$ cat config.mk
export PLATFORM = sky130hd
export DESIGN_NAME = mem_access_ctrl_flat
export DESIGN_NICKNAME = d
export VERILOG_FILES = /design/src/rtl/mem_access_ctrl_if.sv /design/src/rtl/mem_access_ctrl.sv /design/src/flat_wrapper.sv
export SDC_FILE = /design/constraint.sdc
export NUM_CORES = 1
export LEC_CHECK = 0
export BUFFER_PORTS_ARGS = -buffer_cell sky130_fd_sc_hd__buf_2
export CORE_ASPECT_RATIO = 0.5
export CORE_UTILIZATION = 46
export DETAILED_ROUTE_END_ITERATION = 12
export HOLD_SLACK_MARGIN = 0.08
export PLACE_DENSITY = 0.78
export SYNTH_ARGS = -nofsm -noshare
export SYNTH_HDL_FRONTEND = slang
export SYNTH_SLANG_ARGS = --single-unit
$ cat constraint.sdc
create_clock -name clock -period 2.2 [get_ports clock]
set_input_delay 0.11 -clock clock [delete_from_list [all_inputs] [get_ports clock]]
set_output_delay 0.11 -clock clock [all_outputs]
set_load 0.01 [all_outputs]
$ cat src/rtl/mem_access_ctrl_if.sv
// Processor request/response and memory bus bundle for mem_access_ctrl.
// slave: the controller side; master: the processor plus memory side.
interface mem_access_ctrl_if;
    logic        req_valid;
    logic        req_ready;
    logic        req_write;
    logic [1:0]  req_size;
    logic        req_signed;
    logic [31:0] req_addr;
    logic [31:0] req_wdata;
    logic        resp_valid;
    logic [31:0] resp_rdata;
    logic        resp_error;
    logic [31:0] mem_address;
    logic [31:0] mem_wdata;
    logic        mem_read_write;
    logic        mem_enable;
    logic [31:0] mem_rdata;

    modport slave (
        input  req_valid, req_write, req_size, req_signed, req_addr, req_wdata, mem_rdata,
        output req_ready, resp_valid, resp_rdata, resp_error,
               mem_address, mem_wdata, mem_read_write, mem_enable
    );

    modport master (
        output req_valid, req_write, req_size, req_signed, req_addr, req_wdata, mem_rdata,
        input  req_ready, resp_valid, resp_rdata, resp_error,
               mem_address, mem_wdata, mem_read_write, mem_enable
    );
endinterface

$ cat src/rtl/mem_access_ctrl.sv
// Byte/half/word load-store controller in front of a single-port 32-bit memory.
// Sub-word stores are done as read-modify-write; bad accesses are rejected
// without touching the memory.
module mem_access_ctrl #(
    parameter logic [31:0] MEM_START = 32'h8002_0000,
    parameter int unsigned MEM_DEPTH = 262144
) (
    input  logic clock,
    input  logic reset_n,
    mem_access_ctrl_if.slave bus
);
    localparam logic [31:0] MEM_DEPTH_W = 32'(MEM_DEPTH);

    typedef enum logic [1:0] {IDLE, READ, WRITE, RESP} state_t;

    state_t      state_q, state_d;
    logic        wr_q, sgn_q, err_q;
    logic [1:0]  size_q, lane_q;
    logic [31:0] wdata_q, word_q, maddr_q;

    logic        accept, req_err;
    logic [31:0] offset;
    logic [4:0]  sh;
    logic [31:0] shifted, load_word, store_word, lane_mask, ins_data;

    assign accept = bus.req_valid && (state_q == IDLE);
    assign offset = bus.req_addr - MEM_START;

    // Reject illegal size, misalignment and addresses outside the memory window
    always_comb begin
        req_err = 1'b0;
        if (bus.req_size == 2'b11)                             req_err = 1'b1;
        if (bus.req_size == 2'b01 && bus.req_addr[0])          req_err = 1'b1;
        if (bus.req_size == 2'b10 && bus.req_addr[1:0] != 2'b00) req_err = 1'b1;
        if (bus.req_addr < MEM_START)                          req_err = 1'b1;
        if ((offset >> 2) >= MEM_DEPTH_W)                      req_err = 1'b1;
    end

    // State register
    always_ff @(posedge clock or negedge reset_n) begin
        if (!reset_n) state_q <= IDLE;
        else          state_q <= state_d;
    end

    // Request latch, memory address register and read-data capture
    always_ff @(posedge clock or negedge reset_n) begin
        if (!reset_n) begin
            wr_q    <= 1'b0;
            sgn_q   <= 1'b0;
            err_q   <= 1'b0;
            size_q  <= '0;
            lane_q  <= '0;
            wdata_q <= '0;
            word_q  <= '0;
            maddr_q <= '0;
        end else begin
            if (accept) begin
                wr_q    <= bus.req_write;
                sgn_q   <= bus.req_signed;
                err_q   <= req_err;
                size_q  <= bus.req_size;
                lane_q  <= bus.req_addr[1:0];
                wdata_q <= bus.req_wdata;
                // Rejected requests leave the memory address untouched
                if (!req_err) maddr_q <= {bus.req_addr[31:2], 2'b00};
            end
            if (state_q == READ) word_q <= bus.mem_rdata;
        end
    end

    // Lane extraction for loads and lane merge for sub-word stores
    always_comb begin
        sh      = {lane_q, 3'b000};
        shifted = word_q >> sh;
        case (size_q)
            2'b00:   load_word = {{24{sgn_q & shifted[7]}}, shifted[7:0]};
            2'b01:   load_word = {{16{sgn_q & shifted[15]}}, shifted[15:0]};
            default: load_word = word_q;
        endcase
        lane_mask = ((size_q == 2'b00) ? 32'h0000_00FF : 32'h0000_FFFF) << sh;
        ins_data  = (wdata_q & ((size_q == 2'b00) ? 32'h0000_00FF : 32'h0000_FFFF)) << sh;
        if (size_q == 2'b10) store_word = wdata_q;
        else                 store_word = (word_q & ~lane_mask) | ins_data;
    end

    assign bus.mem_address = maddr_q;

    // Next-state and output decode
    always_comb begin
        state_d            = state_q;
        bus.req_ready      = 1'b0;
        bus.resp_valid     = 1'b0;
        bus.resp_error     = 1'b0;
        bus.resp_rdata     = '0;
        bus.mem_enable     = 1'b0;
        bus.mem_read_write = 1'b1;
        bus.mem_wdata      = '0;
        case (state_q)
            IDLE: begin
                bus.req_ready = 1'b1;
                if (bus.req_valid) begin
                    if (req_err)                                   state_d = RESP;
                    else if (bus.req_write && bus.req_size == 2'b10) state_d = WRITE;
                    else                                           state_d = READ;
                end
            end
            READ: begin
                bus.mem_enable = 1'b1;
                state_d        = wr_q ? WRITE : RESP;
            end
            WRITE: begin
                bus.mem_enable     = 1'b1;
                bus.mem_read_write = 1'b0;
                bus.mem_wdata      = store_word;
                state_d            = RESP;
            end
            RESP: begin
                bus.resp_valid = 1'b1;
                bus.resp_error = err_q;
                if (!err_q && !wr_q) bus.resp_rdata = load_word;
                state_d        = IDLE;
            end
            default: state_d = IDLE;
        endcase
    end
endmodule

$ cat src/flat_wrapper.sv
// flat-port wrapper written by rule: the top's interface ports become plain ports
module mem_access_ctrl_flat 
#(
    parameter logic [31:0] MEM_START = 32'h8002_0000,
    parameter int unsigned MEM_DEPTH = 262144
)
  (clock, reset_n, bus_req_valid, bus_req_write, bus_req_size, bus_req_signed, bus_req_addr, bus_req_wdata, bus_mem_rdata, bus_req_ready, bus_resp_valid, bus_resp_rdata, bus_resp_error, bus_mem_address, bus_mem_wdata, bus_mem_read_write, bus_mem_enable);
  mem_access_ctrl_if bus_i ();
  input  logic clock;
  input  logic reset_n;
  input wire logic [$bits(bus_i.req_valid)-1:0] bus_req_valid;
  input wire logic [$bits(bus_i.req_write)-1:0] bus_req_write;
  input wire logic [$bits(bus_i.req_size)-1:0] bus_req_size;
  input wire logic [$bits(bus_i.req_signed)-1:0] bus_req_signed;
  input wire logic [$bits(bus_i.req_addr)-1:0] bus_req_addr;
  input wire logic [$bits(bus_i.req_wdata)-1:0] bus_req_wdata;
  input wire logic [$bits(bus_i.mem_rdata)-1:0] bus_mem_rdata;
  output wire logic [$bits(bus_i.req_ready)-1:0] bus_req_ready;
  output wire logic [$bits(bus_i.resp_valid)-1:0] bus_resp_valid;
  output wire logic [$bits(bus_i.resp_rdata)-1:0] bus_resp_rdata;
  output wire logic [$bits(bus_i.resp_error)-1:0] bus_resp_error;
  output wire logic [$bits(bus_i.mem_address)-1:0] bus_mem_address;
  output wire logic [$bits(bus_i.mem_wdata)-1:0] bus_mem_wdata;
  output wire logic [$bits(bus_i.mem_read_write)-1:0] bus_mem_read_write;
  output wire logic [$bits(bus_i.mem_enable)-1:0] bus_mem_enable;
  assign bus_i.req_valid = bus_req_valid;
  assign bus_i.req_write = bus_req_write;
  assign bus_i.req_size = bus_req_size;
  assign bus_i.req_signed = bus_req_signed;
  assign bus_i.req_addr = bus_req_addr;
  assign bus_i.req_wdata = bus_req_wdata;
  assign bus_i.mem_rdata = bus_mem_rdata;
  assign bus_req_ready = bus_i.req_ready;
  assign bus_resp_valid = bus_i.resp_valid;
  assign bus_resp_rdata = bus_i.resp_rdata;
  assign bus_resp_error = bus_i.resp_error;
  assign bus_mem_address = bus_i.mem_address;
  assign bus_mem_wdata = bus_i.mem_wdata;
  assign bus_mem_read_write = bus_i.mem_read_write;
  assign bus_mem_enable = bus_i.mem_enable;
  mem_access_ctrl #(.MEM_START(MEM_START), .MEM_DEPTH(MEM_DEPTH)) u_core (.clock(clock), .reset_n(reset_n), .bus(bus_i));
endmodule
# Word level (Yosys, flattened, before mapping)
# Cells that the tools add are included.
dict set report word_totals {
  inputBits 103
  out_inout_bits 101
  register_bits 103
}
dict set report op_classes {
  n_mux 21
  bitwise 7
  reduce_logical 12
  eq_ne 9
  n_lt_le_gt_ge 2
  shift 3
  addsub 1
}
# cell n
set op_table {}
lappend op_table {{32-bit two-way mux} 4}
lappend op_table {{32-bit bitwise AND} 2}
lappend op_table {{32-bit one-hot mux with 2 select lines} 1}
lappend op_table {{32-bit by 5-bit left shift with 32-bit output} 2}
lappend op_table {{32-bit < comparator (second input constant)} 1}
lappend op_table {{32-bit NOT} 1}
lappend op_table {{32-bit bitwise OR} 1}
lappend op_table {{32-bit by 5-bit >> shifter with 16-bit output} 1}
lappend op_table {{32-bit subtractor (second input constant)} 1}
lappend op_table {{30-bit by 19-bit greater-or-equal comparator with 1-bit output (second input constant)} 1}
lappend op_table {{16-bit two-way mux} 1}
lappend op_table {{1-bit two-way mux} 11}
lappend op_table {{2-bit == test (second input constant)} 5}
lappend op_table {{2-bit one-hot mux with 4 select lines} 1}
lappend op_table {{2-bit by 1-bit == test with 1-bit output (second input constant)} 3}
lappend op_table {{2-bit two-way mux} 3}
lappend op_table {{1-bit logical AND} 5}
lappend op_table {{2-bit logical NOT} 2}
lappend op_table {{1-bit bitwise AND} 2}
lappend op_table {{1-bit logical NOT} 2}
lappend op_table {{2-bit != test (second input constant)} 1}
lappend op_table {{2-bit AND reduction} 1}
lappend op_table {{2-bit nonzero test} 1}
lappend op_table {{2-bit OR reduction} 1}
lappend op_table {{1-bit NOT} 1}

# Longest topological paths before layout
dict set report logic_depth {
  depth_word 9
  depth_mapped 9
  ltp_nobuf 7
}

# Worst setup path before layout
# OpenSTA, ideal clock, no wires.
dict set report synth_timing {
  kind {reg-to-reg}
  startpoint {register u_core.state_q[0]}
  endpoint {register u_core.maddr_q[10], in the netlist u_core.bus.mem_address[10]}
  path_slack_ps -52
  arrival_time_ps 2127
  t_required_ps 2075
  n_path_buf 2
  path_stages_with_launch 10
  cell_sequence {dfrtp_1 inv_1 ha_1 and2_1 buf_4 nand3_2 nor4_4 o2111ai_4 buf_6 mux2_4}
}
dict set report synth_via {
  elab_chain_cells 3
}
# item line
set synth_lines {}
lappend synth_lines {{from (decl)} mem_access_ctrl.sv:16} ;# state_t state_q, state_d;
lappend synth_lines {{from (signal assigned)} mem_access_ctrl.sv:42} ;# else state_q <= state_d;
lappend synth_lines {{2-bit logical NOT} mem_access_ctrl.sv:26} ;# assign accept = bus.req_valid && (state_q == IDLE);
lappend synth_lines {{1-bit logical AND} mem_access_ctrl.sv:26}
lappend synth_lines {{2-bit AND reduction (no line)} n/a}
lappend synth_lines {{to (signal assigned)} mem_access_ctrl.sv:65} ;# if (!req_err) maddr_q <= {bus.req_addr[31:2], 2'b00};
lappend synth_lines {{to (decl)} mem_access_ctrl.sv:19} ;# logic [31:0] wdata_q, word_q, maddr_q;
# No other way between the ends.
# A chain may end at the register's enable or synchronous reset.

# Final worst setup path
dict set report layout_timing {
  startpoint {register u_core.lane_q[0]}
  endpoint {output bus_resp_rdata[31]}
}
dict set report layout_via {
  elab_chain_cells 5
  word_cells_on_any_way 6
  classes_between {shift: 1; mux: 3; bitwise: 2}
}
# item line
set layout_lines {}
lappend layout_lines {{from (decl)} mem_access_ctrl.sv:18} ;# logic [1:0] size_q, lane_q;
lappend layout_lines {{from (signal assigned)} mem_access_ctrl.sv:62} ;# lane_q <= bus.req_addr[1:0];
lappend layout_lines {{32-bit by 5-bit >> shifter with 16-bit output *} mem_access_ctrl.sv:74} ;# shifted = word_q >> sh;
lappend layout_lines {{1-bit bitwise AND, on equally long branches} {mem_access_ctrl.sv:77, mem_access_ctrl.sv:76}}
lappend layout_lines {{32-bit one-hot mux with 2 select lines *} mem_access_ctrl.sv:75} ;# case (size_q)
lappend layout_lines {{32-bit two-way mux *} mem_access_ctrl.sv:120} ;# if (!err_q && !wr_q) bus.resp_rdata = load_word;
lappend layout_lines {{32-bit two-way mux *} mem_access_ctrl.sv:98} ;# case (state_q)
lappend layout_lines {{to (decl)} flat_wrapper.sv:20} ;# output wire logic [$bits(bus_i.resp_rdata)-1:0] bus_resp_rdata;
# Mark *: on every way between the ends. The rest lies on a longest branch, timed or not.

==> out/results.ini <==
[detailed_routing]
first_iter_violations = 446
vias = 5881
ant_nets = 0
route.detailed.drc = 0
postRouteWirelength_um = 19200
drt-wirelength-per-cell_um = 18.2
firstDrtPassIters = 6
viasPerCell = 5.55

[place]
dp_hpwl_um = 12300
pre_cts_ws_ns = 0.0427
placement.io_buffers = 201
finalWeightedCongestion = 0.897

[setup_path]
required_ns = 2.09
end_kind = output port
cp_data_arrival_time_ns = 2.13
cp_slowest_cell = sky130_fd_sc_hd__mux4_2
critical_path.max_stage_delay_ns = 0.57
critical_path_peak_fanout = 8
start_kind = flip-flop
criticalPathCategory = reg2out
critical_path.cell_chain = mux4_2 > nand2_2 > o21ai_2 > a21oi_2 > buf_6 > nor3_2 > buf_2
r2r_slack_ns = 0.07

[floorplan]
die_width_um = 159
die_y_um = 80.7
die_area_mm2 = 0.0129
placement_rows = 28
initial_core_util_pct = 47.7
design.core.area_mm2 = 0.0119
io_pins = 204

[clock_network]
clkLatencyLatePin_ns = 0.35
clock_tree.htree_level_count = 3
library_cell_used_as_clock_root_buffer = sky130_fd_sc_hd__clkbuf_16
cts_tree = done
clock_tree.buffer_depth = 2
numCtsBuffers = 9
path_clk_slew_ns = 0.07
clkSinkCount = 103

[global_routing]
first_global_vias = 5669
met1_usage_pct = 37.1
grt_most_used_layer = met2
grt_use_met3_pct = 7.33
grt_antenna_before_repair = 0
track_usage_pct = 29.0
grt_start_max_net_pins = 77
grt-ovfl-total = 0
globalRouteMet2Util_pct = 48.1
wire_length_of_the_first_global_routing_pass_um = 28700

[final_layout]
layout.core_utilization_pct = 71.4
layout.cells.most_common = sky130_fd_sc_hd__buf_2
layout-drive-gt1-share_pct = 42.1
area.growth.synth_to_final_pct = 49.8
num-nets-final = 998
antenna_cells_inserted = 0
num-fill-cells = 803
final_cell_mix = sky130_fd_sc_hd__buf_2 (198), sky130_fd_sc_hd__nand2_1 (109), sky130_fd_sc_hd__dfrtp_1 (101)

[outcome]
violations_in_the_final_reports = setup timing
result_of_the_run = complete, but fails checks

[synthesis]
post_synth_edffs = 0
synth.distinct_cells = 47
post_synthesis_share_of_cell_area_spent_on_full_adders_half_adders_and_majority_gates_pct = 1.10
netlist_area_mm2 = 0.00570
ys_seq_elements = 103
synthArstFlopShare_pct = 100
synthMuxAreaShare_pct = 19.9
synth_compound_area_share_pct = 14.5
syn_inst = 588
post_synth_main_area_contributors = sky130_fd_sc_hd__dfrtp_1 (45%), sky130_fd_sc_hd__mux2_2 (12%), sky130_fd_sc_hd__nand2_1 (7.3%)
dominant_register_cell_in_the_synthesized_netlist = sky130_fd_sc_hd__dfrtp_1
synth_top_family_by_area = multiplexers
yosysTopAreaCellShare_pct = 45.3
syn-mean-instance-area_um2 = 9.69
yosysSeqAreaShare_pct = 45.3
post_synth_and_or_nand_nor_area_fraction_pct = 14.4
synth.largest_area_cell = sky130_fd_sc_hd__dfrtp_1
yosysWarningCount = 0
yosys.area_share.xor_xnor_pct = 0.308

[sta]
holdWs_ns = 0.152
worst_slew_pin_slew_ns = 0.522
max_frequency_ghz = 0.446
min_period_over_period_pct = 102
rsz_0062_raised_after_global_routing = true
timing_hold_violations_final = 0
post-route-worst-setup-slack_ns = -0.0429
setup_viol_count_final = 16
finalWorstPathRequiredPeriod_ns = 2.24
finalClockSkew_ns = 0.00866
final_max_slew_viol_count = 0
slew_headroom_pct = 65.0

[power]
totalPowerFinal_mw = 10.7
power.density_cell_area_mw_per_mm2 = 1250
static-leakage-power_nw = 4.18
vdd_drop_max_mv = 0.638

[job]
max_cap_violations = 0

[hold_path]
holdCritPathClass = in2reg

path summary, 6_finish.rpt:
| kind | startpoint | endpoint | cells past startpoint |
|---|---|---|---|
| max | u_core.lane_q[0]$_DFFE_PN0P_ | bus_resp_rdata[31] | 7 |
| max reg2reg | u_core.state_q[0]$_DFFE_PN0P_ | u_core.bus.mem_address[17]$_DFFE_PN0P_ | 8 |
| min reg2reg | u_core.bus.mem_address[25]$_DFFE_PN0P_ | u_core.bus.mem_address[25]$_DFFE_PN0P_ | 1 |
| max in group asynchronous | reset_n | u_core.word_q[31]$_DFFE_PN0N_ | 3 |
| min | bus_req_valid | u_core.lane_q[1]$_DFFE_PN0P_ | 3 |
| min in group asynchronous | reset_n | u_core.bus.mem_address[23]$_DFFE_PN0P_ | 2 |
synth_stat cells (3+ instances only):
library cell               number
sky130_fd_sc_hd__o21ai_0       38
sky130_fd_sc_hd__mux2i_1       14
sky130_fd_sc_hd__buf_4          3
sky130_fd_sc_hd__nand2_1      111
sky130_fd_sc_hd__mux2_4        18
sky130_fd_sc_hd__mux2_2        62
sky130_fd_sc_hd__nor2_1        33
sky130_fd_sc_hd__and2_1        11
sky130_fd_sc_hd__ha_1           5
sky130_fd_sc_hd__a221oi_1      15
sky130_fd_sc_hd__a211oi_1       3
sky130_fd_sc_hd__o21ai_1        3
sky130_fd_sc_hd__a21oi_1       45
sky130_fd_sc_hd__buf_2          4
sky130_fd_sc_hd__dfrtp_1      103
sky130_fd_sc_hd__o21a_1         3
sky130_fd_sc_hd__clkbuf_1      30
sky130_fd_sc_hd__inv_1         17
sky130_fd_sc_hd__nor3_1        23
sky130_fd_sc_hd__o211ai_1      14
critical path: cells and delay by family, from the launching register on:
kind,cells,cell delay [ns]
AOI/OAI and AO/OA,2,0.32
buffers and inverters,2,0.34
DFF,1,0.41
muxes,1,0.57
and+or+nand+nor,2,0.15
registers in the layout, summed over array words and instances, names as in the netlist:
signal,flops
u_core.size_q,2
u_core.lane_q,2
u_core.word_q,32
u_core.wr_q,1
u_core.err_q,1
u_core.wdata_q,32
u_core.state_q,2
u_core.bus.mem_address,30
u_core.sgn_q,1
power by group:
part	leakage [nW]	total (mW)	internal (mW)	switching, mW
clock network	0.143	1.60	0.804	0.791
registers	1.28	3.49	2.58	0.909
logic	2.76	5.57	2.49	3.07
total	4.18	10.7	5.88	4.78
final cells by class:
cell class / count / area [um^2] / area share, %
flip-flops and latches: 103 / 2580 / 30.2
clock inverters: 7 / 72.6 / 0.850
well taps: 165 / 206 / 2.42
inverters: 19 / 71.3 / 0.836
repair buffers: 331 / 2330 / 27.3
clock buffers: 9 / 225 / 2.64
multi-input cells: 426 / 3040 / 35.7
logic make-up (layout without fill, tap and decap cells):
kind of cell,after synthesis,count (layout)
buffers and inverters,60,366
xor gates and xnor gates,2,2
AOI/OAI and AO/OA,132,132
other,1,2
muxes,95,95
adders and majority gates,5,5
DFF,103,103
and+or+nand+nor,190,190
per-layer routing:
metal | share of wire (%) | up-vias
met4 | 2.8 | 0
met5 | 0 | -
met3 | 8.9 | 57
met1 | 41 | 2830
li1 | - | 2652
met2 | 48 | 342
what timing repair did:
action / CTS / global route
setup buffers: 3 / 8
setup endpoints to repair: 12 / 73
gates resized for setup: 9 / 42
hold buffers: 91 / 0
endpoints found under the hold margin: 117 / 0
cloned: 1 / 2
pin swaps: 1 / 12
stage by stage:
stage	instance area, um^2	setup TNS (ns)	cells
2_1_floorplan	5700	0	589
3_3_place_gp	6980	0	940
3_5_place_dp	6980	0	940
4_1_cts	8240	0	1051
5_1_grt	8530	-1.90	1060
6_report	8530	-0.420	1060
(Power assumes the default switching activity.)
